<file path="config.mk">
export PLATFORM = sky130hd
export DESIGN_NAME = fifo_param
export DESIGN_NICKNAME = d
export VERILOG_FILES = /design/src/rtl/fifo_param.sv
export SDC_FILE = /design/constraint.sdc
export NUM_CORES = 1
export LEC_CHECK = 0
export CAP_MARGIN = 20
export CORE_MARGIN = 4
export CORE_UTILIZATION = 55
export DETAILED_ROUTE_END_ITERATION = 8
export PLACE_DENSITY = 0.84
export SLEW_MARGIN = 20
export SYNTH_ARGS = -nofsm -noshare
export SYNTH_HDL_FRONTEND = slang
export SYNTH_SLANG_ARGS = --single-unit
export TNS_END_PERCENT = 10
</file>
<file path="constraint.sdc">
create_clock -name cp2 -period 2.7 [get_ports cp2]
set_input_delay 0.81 -clock cp2 [delete_from_list [all_inputs] [get_ports cp2]]
set_output_delay 0.81 -clock cp2 [all_outputs]
set_load 0.01 [all_outputs]
</file>
<file path="src/rtl/fifo_param.sv">
// -----------------------------------------------------------------------------
// fifo_param -- synchronous single-clock FIFO with show-ahead output.
//
// Parameters
//   WIDTH     data bits per entry
//   DEPTH     number of entries (power of two, 2..256)
//   AF_LEVEL  almost_full asserts when count >= AF_LEVEL (1..DEPTH)
//   AE_LEVEL  almost_empty asserts when count <= AE_LEVEL (0..DEPTH-1)
//   SYNC_OUT  0: dout/status are combinational from the pointers
//             1: dout/status are registered one cycle later
//
// Optional feature macro: FIFO_ERR_FLAGS_EN adds err_clr, overflow and
// underflow. Without it those ports and their logic do not exist.
//
// Ports
//   cp2           clock, rising edge
//   ireset        asynchronous active-low reset
//   din, we       write data / write request
//   re            read request (pop of the head entry)
//   flush         synchronous clear of both pointers
//   err_clr       clears the sticky error flags (FIFO_ERR_FLAGS_EN)
//   dout          head-of-queue data, 0 while empty
//   full, empty, almost_full, almost_empty, count   occupancy status
//   overflow      sticky write-while-full (FIFO_ERR_FLAGS_EN)
//   underflow     sticky read-while-empty (FIFO_ERR_FLAGS_EN)
//
// Handshake: we and re are requests, not valid/ready pairs. A write is
// accepted on a rising edge iff we=1, the FIFO is not full and flush=0; a
// read is accepted iff re=1, the FIFO is not empty and flush=0. Requests
// that are not accepted are dropped (and flagged when error flags exist).
// -----------------------------------------------------------------------------
module fifo_param #(
  parameter int WIDTH    = 8,
  parameter int DEPTH    = 4,
  parameter int AF_LEVEL = DEPTH - 1,
  parameter int AE_LEVEL = 1,
  parameter int SYNC_OUT = 0,
  localparam int CW      = $clog2(DEPTH)
) (
  input  logic             cp2,
  input  logic             ireset,
  input  logic [WIDTH-1:0] din,
  input  logic             we,
  input  logic             re,
  input  logic             flush,
`ifdef FIFO_ERR_FLAGS_EN
  input  logic             err_clr,
  output logic             overflow,
  output logic             underflow,
`endif
  output logic [WIDTH-1:0] dout,
  output logic             full,
  output logic             empty,
  output logic             almost_full,
  output logic             almost_empty,
  output logic [CW:0]      count
);

  localparam logic [CW:0] AF_THR = (CW+1)'(AF_LEVEL);
  localparam logic [CW:0] AE_THR = (CW+1)'(AE_LEVEL);

  logic [WIDTH-1:0] mem [DEPTH];
  // Pointers carry one extra wrap bit so full and empty are distinguishable
  // when the address bits match.
  logic [CW:0]      w_pnt;
  logic [CW:0]      r_pnt;

  logic             full_i;
  logic             empty_i;
  logic             af_i;
  logic             ae_i;
  logic [CW:0]      count_i;
  logic [WIDTH-1:0] dout_i;
  logic             wr_acc;
  logic             rd_acc;

  always_comb begin
    empty_i = (w_pnt == r_pnt);
    full_i  = (w_pnt[CW] != r_pnt[CW]) && (w_pnt[CW-1:0] == r_pnt[CW-1:0]);
    count_i = w_pnt - r_pnt;
    af_i    = (count_i >= AF_THR);
    ae_i    = (count_i <= AE_THR);
    dout_i  = empty_i ? '0 : mem[r_pnt[CW-1:0]];
    // Accept decisions always use the internal (unregistered) status.
    wr_acc  = we & ~full_i & ~flush;
    rd_acc  = re & ~empty_i & ~flush;
  end

  always_ff @(posedge cp2 or negedge ireset) begin
    if (!ireset) begin
      for (int i = 0; i < DEPTH; i++) mem[i] <= '0;
    end else if (wr_acc) begin
      mem[w_pnt[CW-1:0]] <= din;
    end
  end

  always_ff @(posedge cp2 or negedge ireset) begin
    if (!ireset) begin
      w_pnt <= '0;
      r_pnt <= '0;
    end else if (flush) begin
      // Memory keeps its contents; they become unreachable.
      w_pnt <= '0;
      r_pnt <= '0;
    end else begin
      if (wr_acc) w_pnt <= w_pnt + 1'b1;
      if (rd_acc) r_pnt <= r_pnt + 1'b1;
    end
  end

  generate
    if (SYNC_OUT != 0) begin : g_sync
      always_ff @(posedge cp2 or negedge ireset) begin
        if (!ireset) begin
          dout         <= '0;
          full         <= 1'b0;
          empty        <= 1'b1;
          almost_full  <= 1'b0;
          almost_empty <= 1'b1;
          count        <= '0;
        end else begin
          dout         <= dout_i;
          full         <= full_i;
          empty        <= empty_i;
          almost_full  <= af_i;
          almost_empty <= ae_i;
          count        <= count_i;
        end
      end
    end else begin : g_comb
      assign dout         = dout_i;
      assign full         = full_i;
      assign empty        = empty_i;
      assign almost_full  = af_i;
      assign almost_empty = ae_i;
      assign count        = count_i;
    end
  endgenerate

`ifdef FIFO_ERR_FLAGS_EN
  // A new error event wins over a same-cycle err_clr; flush suppresses the
  // event and clears the flag.
  always_ff @(posedge cp2 or negedge ireset) begin
    if (!ireset) begin
      overflow  <= 1'b0;
      underflow <= 1'b0;
    end else begin
      if (we & full_i & ~flush)    overflow <= 1'b1;
      else if (err_clr | flush)    overflow <= 1'b0;
      if (re & empty_i & ~flush)   underflow <= 1'b1;
      else if (err_clr | flush)    underflow <= 1'b0;
    end
  end
`endif

endmodule

</file>
==> summary.md <==
## Clock tree
- **clock insertion delay at the later pin of the skew report** 0.30 ns
- **cell at the root of the clock tree** sky130_fd_sc_hd__clkbuf_8
- **number of H-tree levels** 2
- **Hold Buf Count CTS** 0
- **clock-pin slew on the worst setup and hold paths** 0.09 ns
- **CTS buffer count** 5
- **TritonCTS clock tree** done
- **clock sink count** 38
- **maximum number of buffers from clock root to sink** 2

## Critical path
- **number of buffers and inverters on the critical path** 2
- **maximum single-stage delay on the critical path** 0.52 ns
- **critical-path cell list** buf_8, mux4_2, nor2b_1, dlygate4sd2_1
- **end point of the critical path** dout[5]
- **cell depth of the worst flop-to-flop path** 6
- **launching element type of the critical path** flip-flop
- **CP Data Required Time** 1.89 ns
- **Worst path depth** 4
- **arrival time at the worst endpoint** 1.86 ns
- **cell at the slowest stage of the critical path** sky130_fd_sc_hd__mux4_2
- **end of the worst register-to-register path** mem[18]
- **critical path class** reg2out
- **register-to-register path setup slack** 0.79 ns
- **kind of end point of the critical path** primary output
- **startpoint of the most critical register-to-register path** r_pnt[0]
- **Top delay family on crit path** multiplexers
- **CP startpoint** r_pnt[0]
- **maximum fanout along the worst path** 11

## Power and ir drop
- **leakage power** 1.27 nW
- **Cell Pwr Density** 936 mW/mm²
- **maximum ir drop on the vdd rail** 0.000522 V

## Timing
- **Worst slew margin** 67.6%
- **post-route fraction of the period consumed by the critical path** 98.9%
- **worst hold margin** 0.509 ns
- **Total Negative Setup Slacks** 0 ns
- **transition time at the pin with the least slew margin** 0.474 ns
- **maximum clock frequency** 374 MHz
- **hold violation count in the final report** 0
- **worst clock skew** 0.00880 ns
- **Final Slew Violations** 0
- **final critical-path required period** 2.67 ns
- **Setup-failing EPs final** 0
- **fin worst setup slack** 0.0296 ns
- **unrepaired setup endpoints after global routing** true

## Finish
- **ANT cells** 0
- **final cell utilization of the core** 73.0%
- **most frequent standard cell in the layout excluding fill and tap cells** sky130_fd_sc_hd__dfrtp_1
- **area growth from synthesis to final layout** 27.3%
- **post-layout net count** 213
- **total non-filler cell area in the finished layout** 0.00269 mm²
- **ratio of cells with drive above 1 in the final layout** 41.5%
- **top library cells by usage in the layout, fill and taps aside** sky130_fd_sc_hd__dfrtp_1 (38), sky130_fd_sc_hd__mux2_4 (32), sky130_fd_sc_hd__buf_4 (21)

## Placement
- **Final Wtd Congestion** 0.883
- **post-DP HPWL** 3.17 mm
- **cell area after placement** 0.00253 mm²
- **dpl ws** -0.0382 ns
- **IO Port Bufs** 27

## Synthesis
- **most area-hungry cell type in the Yosys netlist** sky130_fd_sc_hd__dfrtp_1
- **Post-Syn Nets** 164
- **Mapped Avg Cell Area** 14.8 µm²
- **top post-synthesis cells by area** sky130_fd_sc_hd__dfrtp_1 (45%), sky130_fd_sc_hd__mux2_4 (23%), sky130_fd_sc_hd__mux4_2 (8.5%)
- **number of storage elements in the synthesis netlist** 38
- **fraction of post-synthesis cell area in the top cell type by area** 45.0%
- **part of the Yosys area used for sequential elements** 45.0%
- **Warnings, synthesis** 0
- **number of instances in the synthesized netlist** 143
- **Netlist Area Pre-Place** 0.00211 mm²
- **library cells used by synthesis** 28

## GRT
- **GR Overflow Total** 0
- **pin count of the biggest net entering global routing** 39
- **combined global-route utilization of all metal layers** 20.2%
- **first-pass GRT wire length** 7.62 mm
- **via count of the first global-routing pass** 1479
- **number of antenna violations at the first check in global routing** 0

## Routing
- **average detailed-routed wire length per instance** 19.0 µm
- **number of detailed-route iterations in the first pass** 4
- **# DRC** 0
- **routed via count** 1353
- **post-route antenna net violation count** 0
- **drt via density** 5.61
- **total routed wirelength** 4.59 mm
- **First DRT Iteration DRCs** 56

## Floorplanning
- **Die W** 70.0 µm
- **die outline height** 70.0 µm
- **DIE AREA** 0.00490 mm²
- **Placement Rows** 22
- **initial cell density of the core** 57.3%
- **placeable core area** 0.00369 mm²
- **number of top-level design ports** 28

## Worst hold path
- **Hold/Removal Path Class** reg2reg

## Flow run
- **reported max-cap violation count** 0

## Outcome
- **run status** complete, no violations

==> timing repair <==
item | CTS | global route
buffers inserted | 0 | 3
resized for setup | 18 | 6
setup endpoints to repair | 14 | 10
pin swaps | 1 | 3
==> Yosys cell counts <==
cell type and number:
sky130_fd_sc_hd__dfrtp_1 38, sky130_fd_sc_hd__mux2_4 32, sky130_fd_sc_hd__nor2b_1 10, sky130_fd_sc_hd__inv_1 8
sky130_fd_sc_hd__mux4_2 8, sky130_fd_sc_hd__ha_1 7, sky130_fd_sc_hd__nor2_1 6, sky130_fd_sc_hd__buf_6 4
sky130_fd_sc_hd__o2111a_1 4, sky130_fd_sc_hd__mux2_2 3, sky130_fd_sc_hd__a21oi_1 2, sky130_fd_sc_hd__clkbuf_1 2
sky130_fd_sc_hd__nand2_1 2, sky130_fd_sc_hd__o2111ai_1 2, sky130_fd_sc_hd__o31ai_1 2, sky130_fd_sc_hd__a2111oi_0 1
sky130_fd_sc_hd__a211oi_1 1, sky130_fd_sc_hd__a21boi_0 1, sky130_fd_sc_hd__a21o_1 1, sky130_fd_sc_hd__a311o_1 1
sky130_fd_sc_hd__and2_1 1, sky130_fd_sc_hd__buf_2 1, sky130_fd_sc_hd__fa_1 1, sky130_fd_sc_hd__nand2b_1 1
sky130_fd_sc_hd__nor2_2 1, sky130_fd_sc_hd__xnor2_1 1, sky130_fd_sc_hd__xnor2_2 1, sky130_fd_sc_hd__xor2_1 1
==> logic make-up (layout without fill, tap and decap cells) <==
family | after synthesis | count (layout) | share of synthesized area [%]
multiplexers | 43 | 43 | 32.8
flip-flops | 38 | 38 | 45.0
AND/OR/NAND/NOR | 21 | 21 | 5.27
AO/OA/AOI/OAI | 15 | 15 | 6.09
buffers and inverters | 15 | 65 | 4.14
adder cells (fa/ha/maj) | 8 | 8 | 5.09
XOR/XNOR | 3 | 3 | 1.60
==> per-layer routing <==
layer	GRT usage, %	vias to the layer above	wire length (µm)
met5	0	-	0
met4	5.74	0	31
met3	4.46	4	155
met2	35.2	33	2450
met1	25.1	703	1950
li1	-	613	-
==> registers in the layout (all words and copies together) (netlist names) <==
register and count:
w_pnt 3, r_pnt 3, mem 32
==> layout make-up <==
cell class	instances	area (µm²)
Sequential cell	38	951
Timing Repair Buffer	49	422
Inverter	8	30.0
Clock buffer	5	68.8
Multi-Input combinational cell	90	1090
Clock inverter	3	68.8
Fill cell	244	997
Tap cell	48	60.1
==> power by group <==
part / internal, mW / leakage (nW) / total [mW] / switching [mW]
clock network: 0.370 / 0.0683 / 0.588 / 0.218
logic: 0.646 / 0.723 / 1.04 / 0.399
registers: 0.769 / 0.481 / 0.887 / 0.119
total: 1.79 / 1.27 / 2.52 / 0.735
==> how the worst min path moves through the flow <==
| stage | startpoint | end | slack [ns] | cells after the start |
|---|---|---|---|---|
| final | mem[12] | mem[12] | 0.51 | 1 |
| after CTS | mem[9] | mem[9] | 0.51 | 1 |
| after global placement | mem[13] | mem[13] | 0.49 | 1 |
| after floorplan | mem[10] | mem[10] | 0.48 | 1 |
| after global routing | mem[16] | mem[16] | 0.53 | 1 |
| after detailed placement | mem[17] | mem[17] | 0.49 | 1 |
==> stage by stage <==
step	total power [mW]	cells
after global routing	2.65	241
final	2.52	241
after global placement	1.89	230
after floorplan	1.52	143
after CTS	2.50	238
after detailed placement	1.95	230
(Power assumes the default switching activity.)
==> RTL edit 1, RTL diff (config.mk and constraints unchanged) <==
Change the parameter `WIDTH` from 8 to 12.
--- a/src/rtl/fifo_param.sv
+++ b/src/rtl/fifo_param.sv
@@ -30,7 +30,7 @@
 // that are not accepted are dropped (and flagged when error flags exist).
 // -----------------------------------------------------------------------------
 module fifo_param #(
-  parameter int WIDTH    = 8,
+  parameter int WIDTH    = 12,
   parameter int DEPTH    = 4,
   parameter int AF_LEVEL = DEPTH - 1,
   parameter int AE_LEVEL = 1,
Ports: changed (resized din and dout); port bits go from 28 to 36. No check against the original RTL was run, so the function may have changed too.
==> RTL edit 1 against the unedited design <==
Power is 17% higher; setup slack better by 51 ps; routed wire length is 23% higher; area after synthesis increased by 28%; register-to-register slack worse by 20 ps; sequential cell count grew 16; design area is 25% higher; critical path type unchanged; via count rose by 27%.
==> RTL edit 1: results (changes against the unedited design) <==
Outcome
  • Status: complete, no violations (unchanged)

Worst setup path
  • CP arrival: 1810 ps (was 1860 ps)
  • Slowest CP cell: fa_2 (was mux4_2)
  • Crit path largest cell delay: 550 ps (was 520 ps)
  • Reg-to-reg endpoint: mem[21] (was mem[18])
  • CP Max Fanout: 3 (was 11)

Power
  • Leak: 1.51 nW (was 1.27 nW)
  • P_sw: 0.881 mW (was 0.735 mW)
  • Maximum VDD drop: 0.000510 V (was 0.000522 V)

Cells and area
  • Nets: 265 (was 213)
  • Top Registers: mem: 48 flops, r_pnt: 3 flops, w_pnt: 3 flops (was mem: 32 flops, r_pnt: 3 flops, w_pnt: 3 flops)

Logic synthesis
  • Syn nets: 210 (was 164)
  • Count of cell types in the netlist: 31 (was 28)
  • Area contributors post-synth: dfrtp_1 50%, mux2_2 21%, mux4_2 10% (was dfrtp_1 45%, mux2_4 23%, mux4_2 8.5%)
  • Synth top cells by count: 54 x dfrtp_1, 50 x mux2_2, 14 x nor2b_1 (was 38 x dfrtp_1, 32 x mux2_4, 10 x nor2b_1)

Drt
  • Wire per inst: 18.4 um (was 19.0 um)
  • Starting DRC count in detailed routing: 77 (was 56)
  • WL final: 5650 um (was 4590 um)

Global route
  • Global-route wire length before repair: 9570 um (was 7620 um)
  • Vias in the first global route: 1848 (was 1479)
  • Gr usage total: 20.5% (was 20.2%)
  • Largest net degree at the start of global routing: 21 (was 39)

STA
  • Worst-case clock skew: 5.89 ps (was 8.80 ps)

Place
  • Port buffer count: 35 (was 27)
  • Placed Cells: 299 (was 230)
  • Place WS: -24.0 ps (was -38.2 ps)
  • Routability Congestion: 0.884 (was 0.883)

Clock tree
  • CTS root buffer: clkbuf_8 (unchanged)
RTL edit 1: worst max path at each step:
| stage | depth (start not counted) | slack [ps] | from | end |
|---|---|---|---|---|
| 3_3_place_gp | 7 | 60 | w_pnt[0] | almost_full |
| 6_report | 5 | 80 | w_pnt[0] | count[1] |
| 4_1_cts | 5 | -20 | r_pnt[0] | almost_full |
| 2_1_floorplan | 7 | 160 | r_pnt[1] | dout[10] |
| 5_1_grt | 7 | -40 | r_pnt[1] | dout[7] |
| 3_5_place_dp | 7 | -20 | w_pnt[0] | almost_full |
RTL edit 1: through the flow:
stage          power [mW]  utilization (%)  TNS, ps
6_report             2.95             71.1        0
5_1_grt              3.14             71.1    -44.1
4_1_cts              2.97             71.1    -21.2
3_5_place_dp         2.50             69.0    -24.0
3_3_place_gp         2.45             69.0        0
2_1_floorplan        1.93                -        0
RTL edit 1: metal layers:
layer | vias to the layer above | GRT usage (%) | routed length (um)
li1 | 784 | - | -
met1 | 875 | 25.9 | 2350
met2 | 43 | 35.5 | 2960
met3 | 10 | 3.78 | 239
met4 | 0 | 7.34 | 106
met5 | - | 0 | 0
RTL edit 1: repair_timing:
item	in CTS	in global routing
pin swaps	1	1
setup buffers	0	1
endpoints found under the hold margin	0	0
resized for setup	21	22
setup endpoints to repair	18	14
hold buffers	0	0
RTL edit 1: cell families (layout without fill, tap and decap cells):
group           after synthesis  in the layout  share of synthesized area (%)
flops                        54             54                           50.1
buf+inv                      18             73                           3.57
xor+xnor                      3              3                           1.25
mux                          62             62                           30.9
simple gates                 23             23                           4.69
compound gates               17             17                           5.48
fa+ha+maj                     8              8                           3.99
RTL edit 1: worst max-delay path, delay by kind of cell (launching register included):
kind | cells | cell delay [ps]
adder cells (fa/ha/maj) | 2 | 690
buffers and inverters | 3 | 400
flip-flops | 1 | 410
RTL edit 1: cell type report:
| cell class | count | share of cell area [%] |
|---|---|---|
| inverters | 9 | 1.01 |
| clock inverters | 1 | 0.895 |
| repair buffers | 57 | 15.3 |
| multi-input cells | 113 | 37.6 |
| clock buffers | 6 | 2.46 |
| flip-flops and latches | 54 | 40.3 |
| well taps | 67 | 2.50 |
RTL edit 1: power groups by stage:
stage	Clock (mW)	Sequential, mW	Combinational (mW)
2_1_floorplan	0	1.18	0.754
3_3_place_gp	0	1.21	1.24
3_5_place_dp	0	1.23	1.28
4_1_cts	0.558	1.21	1.20
5_1_grt	0.588	1.25	1.30
6_report	0.546	1.21	1.19
==> RTL edit 2, RTL diff (config.mk and constraints unchanged) <==
Without the edit above. Put one more register stage on the output `count`. The value now appears one clock later. The other outputs are not delayed to match.
--- a/src/rtl/fifo_param.sv
+++ b/src/rtl/fifo_param.sv
@@ -59,6 +59,8 @@
   localparam logic [CW:0] AF_THR = (CW+1)'(AF_LEVEL);
   localparam logic [CW:0] AE_THR = (CW+1)'(AE_LEVEL);
 
+  logic [CW:0] count_s0;
+
   logic [WIDTH-1:0] mem [DEPTH];
   // Pointers carry one extra wrap bit so full and empty are distinguishable
   // when the address bits match.
@@ -117,14 +119,14 @@
           empty        <= 1'b1;
           almost_full  <= 1'b0;
           almost_empty <= 1'b1;
-          count        <= '0;
+          count_s0     <= '0;
         end else begin
           dout         <= dout_i;
           full         <= full_i;
           empty        <= empty_i;
           almost_full  <= af_i;
           almost_empty <= ae_i;
-          count        <= count_i;
+          count_s0     <= count_i;
         end
       end
     end else begin : g_comb
@@ -133,7 +135,7 @@
       assign empty        = empty_i;
       assign almost_full  = af_i;
       assign almost_empty = ae_i;
-      assign count        = count_i;
+      assign count_s0     = count_i;
     end
   endgenerate
 
@@ -153,5 +155,9 @@
   end
 `endif
 
+  always_ff @(posedge cp2) begin
+    count <= count_s0;
+  end
+
 endmodule
 
Behaviour: not the same (a bounded check fails within 4 cycles, from zero or initial values and one cycle with ireset low).
==> RTL edit 2 against the unedited design <==
Sequential cell count is 3 higher; area after synthesis rose by 2.8%; cell count down 3.3%; setup slack improved by 63 ps; design area decreased by 2.0%; routed wire length is 1.2% lower; global-route usage decreased by 0.12 points; power shrank 20%; count of clock-buffer cells in the layout up 2.
==> RTL edit 2: results (changes against the unedited design) <==
Outcome
  • Status: complete, no violations (unchanged)

Min path
  • Min-delay src: mem[7] (was mem[12])
  • Hold Path Stages: 1 (unchanged)
  • Worst Hold End: mem[7] (was mem[12])

Power
  • Leak: 1.19 nW (was 1.27 nW)
  • Maximum VDD drop: 0.000332 V (was 0.000522 V)

Worst setup path
  • Reg2reg path depth: 6 (unchanged)
  • Reg-to-reg endpoint: mem[14] (was mem[18])
  • CP arrival: 1800 ps (was 1860 ps)
  • R2r setup slk: 850 ps (was 790 ps)
  • Reg2reg start: w_pnt[1] (was r_pnt[0])

Logic synthesis
  • Seq/Total Area, Yosys: 46.5% (was 45.0%)
  • Post-synth EDFFs: 0 (unchanged)
  • Syn Inst Count: 146 (was 143)
  • Syn nets: 167 (was 164)
  • Area contributors post-synth: dfrtp_1 44%, mux2_4 22%, mux4_2 8.3% (was dfrtp_1 45%, mux2_4 23%, mux4_2 8.5%)
  • Count of cell types in the netlist: 27 (was 28)
  • Yosys reg bits: 41 (was 38)
  • Async set or reset register ratio after synthesis: 92.7% (was 100%)
  • Synth top cells by count: 38 x dfrtp_1, 32 x mux2_4, 10 x nor2b_1 (unchanged)

STA
  • Slew at the pin closest to its max-slew limit: 491 ps (was 474 ps)
  • Worst-case clock skew: 2.85 ps (was 8.80 ps)
  • Min Hold Slack: 510 ps (was 509 ps)

Cells and area
  • Clock buffers: 7 (was 5)
  • Filler cell count: 262 (was 244)
  • Non-Filler Instances: 233 (was 241)
  • Nets: 205 (was 213)
  • Multi-input gate count: 91 (was 90)
  • Logic inverters: 6 (was 8)
  • Area of the multi-input gates: 1120 um^2 (was 1090 um^2)
  • Multi-input combinational area share: 42.4% (was 40.5%)
  • Clk cell area share: 3.08% (was 5.11%)
  • Signal buffers: 39 (was 49)
  • Layout non-clock buf frac: 12.9% (was 15.7%)
  • Register area: 1010 um^2 (was 951 um^2)
  • Share of cells above drive strength 1: 38.9% (was 41.5%)

Place
  • Placed Area: 2530 um^2 (about the same)
  • Routability Congestion: 0.878 (was 0.883)
  • Place WS: -17.1 ps (was -38.2 ps)
  • Post-DP HPWL: 3180 um (was 3170 um)

Global route
  • Global-route wire length before repair: 7720 um (was 7620 um)
  • Vias in the first global route: 1471 (was 1479)
  • Gr usage total: 20.1% (was 20.2%)

Drt
  • Wire per inst: 19.5 um (was 19.0 um)
  • Starting DRC count in detailed routing: 82 (was 56)
  • Vias: 1343 (was 1353)
  • Pre-Repair DR Iteration Count: 4 (unchanged)

Clock tree
  • Buffers from clock root to sink, at most: 2 (unchanged)
  • Clock latency at the later pin of the worst-skew pair: 280 ps (was 300 ps)
==> RTL edit 2: changes by cell type after synthesis, sizes merged <==
cell,unedited run,this run
nand2,2,3
nand2b,1,0
a21boi,1,2
dfxtp,0,3
clkbuf,2,3
a211oi,1,0
or2b,0,1
inv,8,6
==> RTL edit 2: cell families after synthesis <==
family	count (synthesis)	share of synthesized area (%)
AOI/OAI and AO/OA	15	5.93
xor gates and xnor gates	3	1.55
adders and majority gates	8	4.95
buffers and inverters	14	3.86
DFF	41	46.5
muxes	43	32.0
and+or+nand+nor	22	5.24
==> RTL edit 2: power groups by stage <==
| stage | registers [mW] | clock network (mW) | logic [mW] |
|---|---|---|---|
| after global routing | 0.907 | 0.417 | 0.814 |
| final | 0.886 | 0.379 | 0.758 |
| after floorplan | 0.863 | 0 | 0.496 |
| after CTS | 0.886 | 0.388 | 0.758 |
| after global placement | 0.870 | 0 | 0.765 |
| after detailed placement | 0.894 | 0 | 0.793 |
==> RTL edit 2: repair_timing <==
action | in CTS | in global routing
pin swaps | 1 | 1
endpoints found under the setup margin | 12 | 7
gates resized for setup | 17 | 13
hold endpoints to repair | 0 | 0
==> RTL edit 2: worst max-delay path by stage <==
stage / from / cells past startpoint / slack [ps] / endpoint
final: r_pnt[0] / 4 / 90 / dout[7]
after global placement: w_pnt[0] / 7 / 60 / almost_full
after detailed placement: w_pnt[0] / 7 / -20 / almost_full
after floorplan: r_pnt[1] / 6 / 120 / dout[0]
after global routing: r_pnt[0] / 4 / 10 / dout[7]
after CTS: w_pnt[0] / 7 / 20 / almost_full
==> RTL edit 2: routing by layer <==
layer	GRT usage (%)	share of wire [%]
met1	24.4	40
met2	36.0	54
met3	3.55	4.0
met4	6.26	1.5
met5	0	0
